## config.mk

```make
export PLATFORM = sky130hd
export DESIGN_NAME = fb_wr_arbiter
export DESIGN_NICKNAME = d
export VERILOG_FILES = /design/src/rtl/fb_wr_arbiter.sv
export SDC_FILE = /design/constraint.sdc
export NUM_CORES = 1
export LEC_CHECK = 0
export CAP_MARGIN = 30
export CORE_MARGIN = 4
export CORE_UTILIZATION = 43
export DETAILED_ROUTE_END_ITERATION = 7
export GPL_TIMING_DRIVEN = 0
export HOLD_SLACK_MARGIN = 0.15
export PLACE_DENSITY = 0.86
export SLEW_MARGIN = 25
export SYNTH_ARGS = -nofsm -noshare
export SYNTH_HDL_FRONTEND = slang
export SYNTH_SLANG_ARGS = --single-unit
```

## constraint.sdc

```tcl
create_clock -name clk -period 5 [get_ports clk]
set_input_delay 0.5 -clock clk [delete_from_list [all_inputs] [get_ports clk]]
set_output_delay 0.5 -clock clk [all_outputs]
set_load 0.02 [all_outputs]
```

## src/rtl/fb_wr_arbiter.sv

```systemverilog
// Round-robin arbiter sharing the framebuffer write port between NUM_REQ requesters,
// holding each grant for up to HOLD_BEATS beats. Optional per-requester beat counters: FB_WR_ARB_STATS_EN.
module fb_wr_arbiter #(
    parameter int NUM_REQ    = 2,
    parameter int ADDR_WIDTH = 32,
    parameter int DATA_WIDTH = 32,
    parameter int HOLD_BEATS = 16
) (
    input  logic                          clk,
    input  logic                          rst,
    input  logic [NUM_REQ-1:0]            req_valid,
    output logic [NUM_REQ-1:0]            req_ready,
    input  logic [NUM_REQ*ADDR_WIDTH-1:0] req_addr,
    input  logic [NUM_REQ*DATA_WIDTH-1:0] req_data,
    output logic                          fb_wr_valid,
    input  logic                          fb_wr_ready,
    output logic [ADDR_WIDTH-1:0]         fb_wr_addr,
    output logic [DATA_WIDTH-1:0]         fb_wr_data,
    output logic [$clog2(NUM_REQ)-1:0]    grant_id,
    output logic                          busy
`ifdef FB_WR_ARB_STATS_EN
    ,
    input  logic                          stat_clr,
    output logic [NUM_REQ*32-1:0]         stat_beats
`endif
);

    localparam int ID_W  = $clog2(NUM_REQ);
    localparam int CNT_W = $clog2(HOLD_BEATS + 1);
    localparam logic [CNT_W-1:0] LAST_BEAT = CNT_W'(HOLD_BEATS - 1);
    localparam logic [ID_W-1:0]  LAST_ID   = ID_W'(NUM_REQ - 1);

    typedef enum logic {
        IDLE,
        GRANT
    } state_t;

    state_t                 state;
    logic [ID_W-1:0]        rr_ptr;
    logic [CNT_W-1:0]       beat_cnt;
    logic                   slot_free;
    logic                   hs;
    logic                   release_grant;
    logic                   pick_any;
    logic [ID_W-1:0]        pick_idx;
    logic [ID_W-1:0]        next_ptr;
    logic [ADDR_WIDTH-1:0]  sel_addr;
    logic [DATA_WIDTH-1:0]  sel_data;

    assign slot_free     = !fb_wr_valid || fb_wr_ready;
    assign hs            = (state == GRANT) && req_valid[grant_id] && slot_free;
    assign release_grant = !req_valid[grant_id] || (hs && beat_cnt == LAST_BEAT);
    assign next_ptr      = (grant_id == LAST_ID) ? '0 : grant_id + 1'b1;
    assign busy          = (state == GRANT) || fb_wr_valid;

    // req_ready must follow fb_wr_ready in the same cycle so the output slot is
    // refilled while it drains; a registered ready would cost a bubble per beat.
    always_comb begin
        // NOTE: every combinational output gets a default first so no path leaves it unassigned (no latch).
        req_ready = '0;
        if (state == GRANT) begin
            req_ready[grant_id] = slot_free;
        end
    end

    // Lowest offset from rr_ptr wins: scanning offsets downwards lets it overwrite the others.
    always_comb begin
        pick_any = 1'b0;
        pick_idx = rr_ptr;
        for (int i = NUM_REQ - 1; i >= 0; i--) begin
            if (req_valid[ID_W'((int'(rr_ptr) + i) % NUM_REQ)]) begin
                pick_any = 1'b1;
                pick_idx = ID_W'((int'(rr_ptr) + i) % NUM_REQ);
            end
        end
    end

    always_comb begin
        sel_addr = '0;
        sel_data = '0;
        for (int i = 0; i < NUM_REQ; i++) begin
            if (grant_id == ID_W'(i)) begin
                sel_addr = req_addr[i*ADDR_WIDTH +: ADDR_WIDTH];
                sel_data = req_data[i*DATA_WIDTH +: DATA_WIDTH];
            end
        end
    end

    // NOTE: state is updated with non-blocking assignments so every register samples pre-edge values.
    always_ff @(posedge clk) begin
        if (rst) begin
            state       <= IDLE;
            rr_ptr      <= '0;
            beat_cnt    <= '0;
            grant_id    <= '0;
            fb_wr_valid <= 1'b0;
            fb_wr_addr  <= '0;
            fb_wr_data  <= '0;
        end else begin
            if (hs) begin
                fb_wr_valid <= 1'b1;
                fb_wr_addr  <= sel_addr;
                fb_wr_data  <= sel_data;
            end else if (fb_wr_ready) begin
                fb_wr_valid <= 1'b0;
            end

            case (state)
                IDLE: begin
                    if (pick_any) begin
                        grant_id <= pick_idx;
                        beat_cnt <= '0;
                        state    <= GRANT;
                    end
                end
                GRANT: begin
                    if (release_grant) begin
                        rr_ptr <= next_ptr;
                        state  <= IDLE;
                    end else if (hs) begin
                        beat_cnt <= beat_cnt + 1'b1;
                    end
                end
                default: state <= IDLE;
            endcase
        end
    end

`ifdef FB_WR_ARB_STATS_EN
    logic [31:0] stat_cnt [NUM_REQ];

    // stat_clr wins over a same-cycle increment; counters wrap naturally at 2^32.
    always_ff @(posedge clk) begin
        if (rst || stat_clr) begin
            for (int i = 0; i < NUM_REQ; i++) begin
                stat_cnt[i] <= '0;
            end
        end else if (hs) begin
            stat_cnt[grant_id] <= stat_cnt[grant_id] + 32'd1;
        end
    end

    always_comb begin
        stat_beats = '0;
        for (int i = 0; i < NUM_REQ; i++) begin
            stat_beats[i*32 +: 32] = stat_cnt[i];
        end
    end
`endif

endmodule

```

# Word-level counts from Yosys, hierarchy flattened
# Cells that the tools add are included.
dict set report totals {
  latchBits 0
  ramBits 0
  reg_bits 73
  n_memories 0
  elab_cells 58
  output_inout_bits 69
  inputBits 133
  rom_bits 0
}
dict set report classes {
  eq_ne 4
  n_reduce_logical 13
  add_sub_neg 3
  n_mul 0
  n_lt_le_gt_ge 4
  n_shift 0
  mux 25
  div_mod_pow 0
  bitwise_logic 2
}
# operator n
set op_table {}
lappend op_table {{32-bit 2-to-1 mux} 2}
lappend op_table {{1-bit 2-to-1 mux} 16}
lappend op_table {{5-bit 2-to-1 mux} 3}
lappend op_table {{5-bit one-hot mux with 2 select lines} 1}
lappend op_table {{1-bit by 3-bit < comparator with 1-bit output, second input constant} 2}
lappend op_table {{5-bit by 1-bit adder with 5-bit output, second input constant} 1}
lappend op_table {{5-bit by 4-bit == test with 1-bit output, second input constant} 1}
lappend op_table {{1-bit logical AND} 4}
lappend op_table {{2-bit != test, second input constant} 2}
lappend op_table {{2-bit AND reduction} 2}
lappend op_table {{1-bit logical OR} 3}
lappend op_table {{3-bit AND reduction} 1}
lappend op_table {{1-bit adder, second input constant} 2}
lappend op_table {{2-bit bitwise AND} 1}
lappend op_table {{1-bit zero test} 2}
lappend op_table {{1-bit by 2-bit < comparator with 1-bit output, second input constant} 1}
lappend op_table {{2-bit 2-to-1 mux} 1}
lappend op_table {{2-bit by 1-bit != test with 1-bit output, second input constant} 1}
lappend op_table {{1-bit one-hot mux with 2 select lines} 1}
lappend op_table {{2-bit nonzero test} 1}
lappend op_table {{1-bit demux with 1-bit select} 1}
lappend op_table {{1-bit greater-or-equal comparator, second input constant} 1}
lappend op_table {{1-bit inverter} 1}

# Depth between registers and ports, before layout
dict set report logic_depth {
  word_depth 8
  depth_mapped 6
  mapped_depth_nobuf 6
}

# Worst setup path after synthesis
# Ideal clock, no wire load.
dict set report synth_timing {
  path_kind {in2out}
  startpoint {in fb_wr_ready}
  endpoint {out req_ready[0]}
  path_stages 6
  t_required_ns 4.500
  path_slack_ns 2.987
  t_arrival_ns 1.513
  n_path_buf 3
  cell_sequence {nand2b_1 > buf_2 > buf_2 > clkbuf_1 > nand2_1 > nor2_1}
}
dict set report synth_between {
  elab_chain_len 3
}
# element line_no
set synth_rtl {}
lappend synth_rtl {{start: declaration} 16} ;# input logic fb_wr_ready,
lappend synth_rtl {{1-bit logical OR} 50} ;# assign slot_free = !fb_wr_valid || fb_wr_ready;
lappend synth_rtl {{2-bit bitwise AND (no source line)} n/a}
lappend synth_rtl {{2-bit 2-to-1 mux} 61} ;# if (state == GRANT) begin
lappend synth_rtl {{end: declaration} 12} ;# output logic [NUM_REQ-1:0] req_ready,
# No other way between the ends.

# Worst setup path after layout
dict set report layout_timing {
  startpoint {in fb_wr_ready}
  endpoint {out req_ready[1]}
}
# The elaborated chain is that of the path after synthesis.

==> metrics <==
Cell Chain, Critical Path clkdlybuf4s50_1, nand2b_1, buf_2, buf_2, clkbuf_1, and3_1, clkdlybuf4s50_1; Mapped Area 3860 µm²; hold_ws 0.488 ns; vias in the first global route 3934; Syn. warnings 0; all-layer global routing usage 23.1%; HP Class flop to flop; WL/cell 18.9 µm; peak fanout along the critical path 10; n_diodes 0; CTS H-tree depth 3; Post-Syn Instances 359; Slew Limit Fails 0; via count 3886; Congestion Overflow GR 0; global-route wire length before repair 19300 µm; most common cell after layout, fill and taps aside clkdlybuf4s50_1; Pre-antenna DRT Iters 4; final period utilization 63.5%; Worst Setup End Kind output port; Hold Vio Cnt, Final 0; 1st-iter DRT viols 90; Pwr Density 263 nW/µm²; Max transition margin 52.6%; CTS tree done; Num CTS Buffers 9; Layout area overhead 62.3%; slowest cell delay on critical path 0.60 ns; setup_tns 0 ns; Distinct cells, synth 32; most frequent cells in the layout 201 x clkdlybuf4s50_1, 73 x dfxtp_1, 67 x mux2i_1; count of final setup violators 0; Crit path max-delay family buffers and inverters; die height 103 µm; sequential area share after synthesis 37.9%; status completed; Seq cells post-synth 73; Rows 34; slowest library cell on the worst path clkdlybuf4s50_1; fmax 315 MHz; initial antenna violation count 0; CTS max path bufs 2; Final ANT Viol Nets 0; Synthesized Nets 494; peak supply drop 0.208 mV; DP Wirelength 10000 µm; DR DRC count 0; Final Wtd Congestion 0.767; RSZ-0062 raised after global routing false; crit path time final 3.18 ns; cts repair resizes 0; I/O pin cnt 202; Initial Util 44.3%; DIE AREA 10600 µm²; pin count of the biggest net entering global routing 13; total wire length 12900 µm; core footprint 8720 µm²; CP Launch Type input port; Worst Max-Slew Pin Slew 0.711 ns; CP arrival 2.68 ns; CP Buf/Inv Count 5; Setup CP Type input port to output port; final net count 706; Avg Inst Size Synth 10.8 µm²; clock tree root driver cell clkbuf_8; Layout fillers 653; Clock Latency Late Sink 0.34 ns; Post-CTS Hold Fix Bufs 0; Req. time, crit path 4.50 ns; Lkg Pwr 2.00 nW; clk_skew 0.00582 ns; die width 103 µm; share of cells above drive strength 1 17.2%; max-cap viol count 0; Vias/cell 5.68; Post-CTS Setup Bufs 0; Port Buf Inserts 201; clk slew on worst S/H paths 0.08 ns; CTS sink count 73
-- synth_stat cells --
master / instances / area, µm²
or3_1: 2 / 12.5
or4b_1: 1 / 10.0
dfxtp_1: 73 / 1460
and3_1: 3 / 18.8
a31oi_1: 64 / 400
ha_1: 2 / 25.0
nand2_1: 3 / 11.3
nor2_1: 2 / 7.51
nand3_1: 2 / 10.0
nor3b_1: 1 / 7.51
o21ai_1: 1 / 5.00
a211oi_1: 4 / 30.0
a221oi_1: 1 / 8.76
inv_1: 2 / 7.51
o311ai_1: 3 / 26.3
mux2_4: 1 / 15.0
buf_1: 1 / 3.75
mux2i_1: 67 / 671
buf_6: 8 / 90.1
and2_1: 1 / 6.26
nand3b_1: 2 / 15.0
clkbuf_1: 23 / 86.3
buf_2: 14 / 70.1
a21oi_1: 7 / 35.0
nor4b_1: 1 / 8.76
or2_1: 1 / 6.26
buf_4: 1 / 7.51
nor4_1: 1 / 6.26
a211oi_2: 60 / 751
nor2b_1: 2 / 12.5
or4_1: 2 / 15.0
nand2b_1: 3 / 18.8
-- area by class of cell --
| type | instances | area, µm² | area share (%) |
|---|---|---|---|
| multi-input cells | 237 | 2130 | 34.1 |
| clock inverters | 6 | 130 | 2.08 |
| well taps | 108 | 135 | 2.16 |
| flip-flops and latches | 73 | 1460 | 23.3 |
| clock buffers | 10 | 128 | 2.04 |
| plain buffers | 47 | 258 | 4.11 |
| inverters | 2 | 7.51 | 0.120 |
| repair buffers | 201 | 2010 | 32.1 |
-- path summary, 6_finish.rpt --
check	from	end	slack [ns]	cells after the start
hold / removal	beat_cnt[4]$_SDFFE_PP0P_	beat_cnt[4]$_SDFFE_PP0P_	0.49	2
setup reg to reg	beat_cnt[0]$_SDFFE_PP0P_	beat_cnt[2]$_SDFFE_PP0P_	3.07	6
setup / recovery	fb_wr_ready	req_ready[1]	1.82	7
hold reg to reg	beat_cnt[4]$_SDFFE_PP0P_	beat_cnt[4]$_SDFFE_PP0P_	0.49	2
-- stage by stage --
step | area (µm²) | utilization, % | std cells | power [mW] | setup WS, ns
after global routing | 6260 | 71.8 | 684 | 1.71 | 1.68
after floorplan | 3860 | - | 359 | 0.845 | 2.99
after CTS | 6260 | 71.8 | 684 | 1.66 | 1.84
final | 6260 | 71.8 | 684 | 1.65 | 1.82
after detailed placement | 6010 | 68.9 | 668 | 1.06 | 1.85
after global placement | 6010 | 68.9 | 668 | 1.05 | 1.87
-- per-layer routing --
metal | up-vias | share of wire (%) | routed length, µm | track usage, %
met5 | - | 0 | 0 | 0
met4 | 0 | 1.8 | 233 | 7.07
met3 | 20 | 9.4 | 1210 | 6.16
met2 | 177 | 50 | 6430 | 41.6
met1 | 1852 | 39 | 5040 | 26.7
li1 | 1837 | - | - | -
-- sequential cells by signal (all words and copies together), names as in the netlist --
register     flops
fb_wr_data      32
state            1
grant_id         1
fb_wr_addr      32
fb_wr_valid      1
rr_ptr           1
beat_cnt         5
-- report_power, final --
| group | switching [mW] | internal (mW) | total, mW |
|---|---|---|---|
| registers | 0.0205 | 0.615 | 0.636 |
| logic | 0.193 | 0.218 | 0.412 |
| clock network | 0.222 | 0.381 | 0.603 |
| total | 0.436 | 1.21 | 1.65 |
-- cell families after synthesis --
family | share of synthesized area [%]
compound gates | 32.5
flops | 37.9
mux | 17.8
buf+inv | 6.87
simple gates | 4.31
fa+ha+maj | 0.648
-- tightest hold or removal path, delay by kind of cell (launching register included) --
family         cells  cell delay (ns)
flip-flops         1             0.32
AO/OA/AOI/OAI      2             0.13
(Power assumes the default switching activity.)
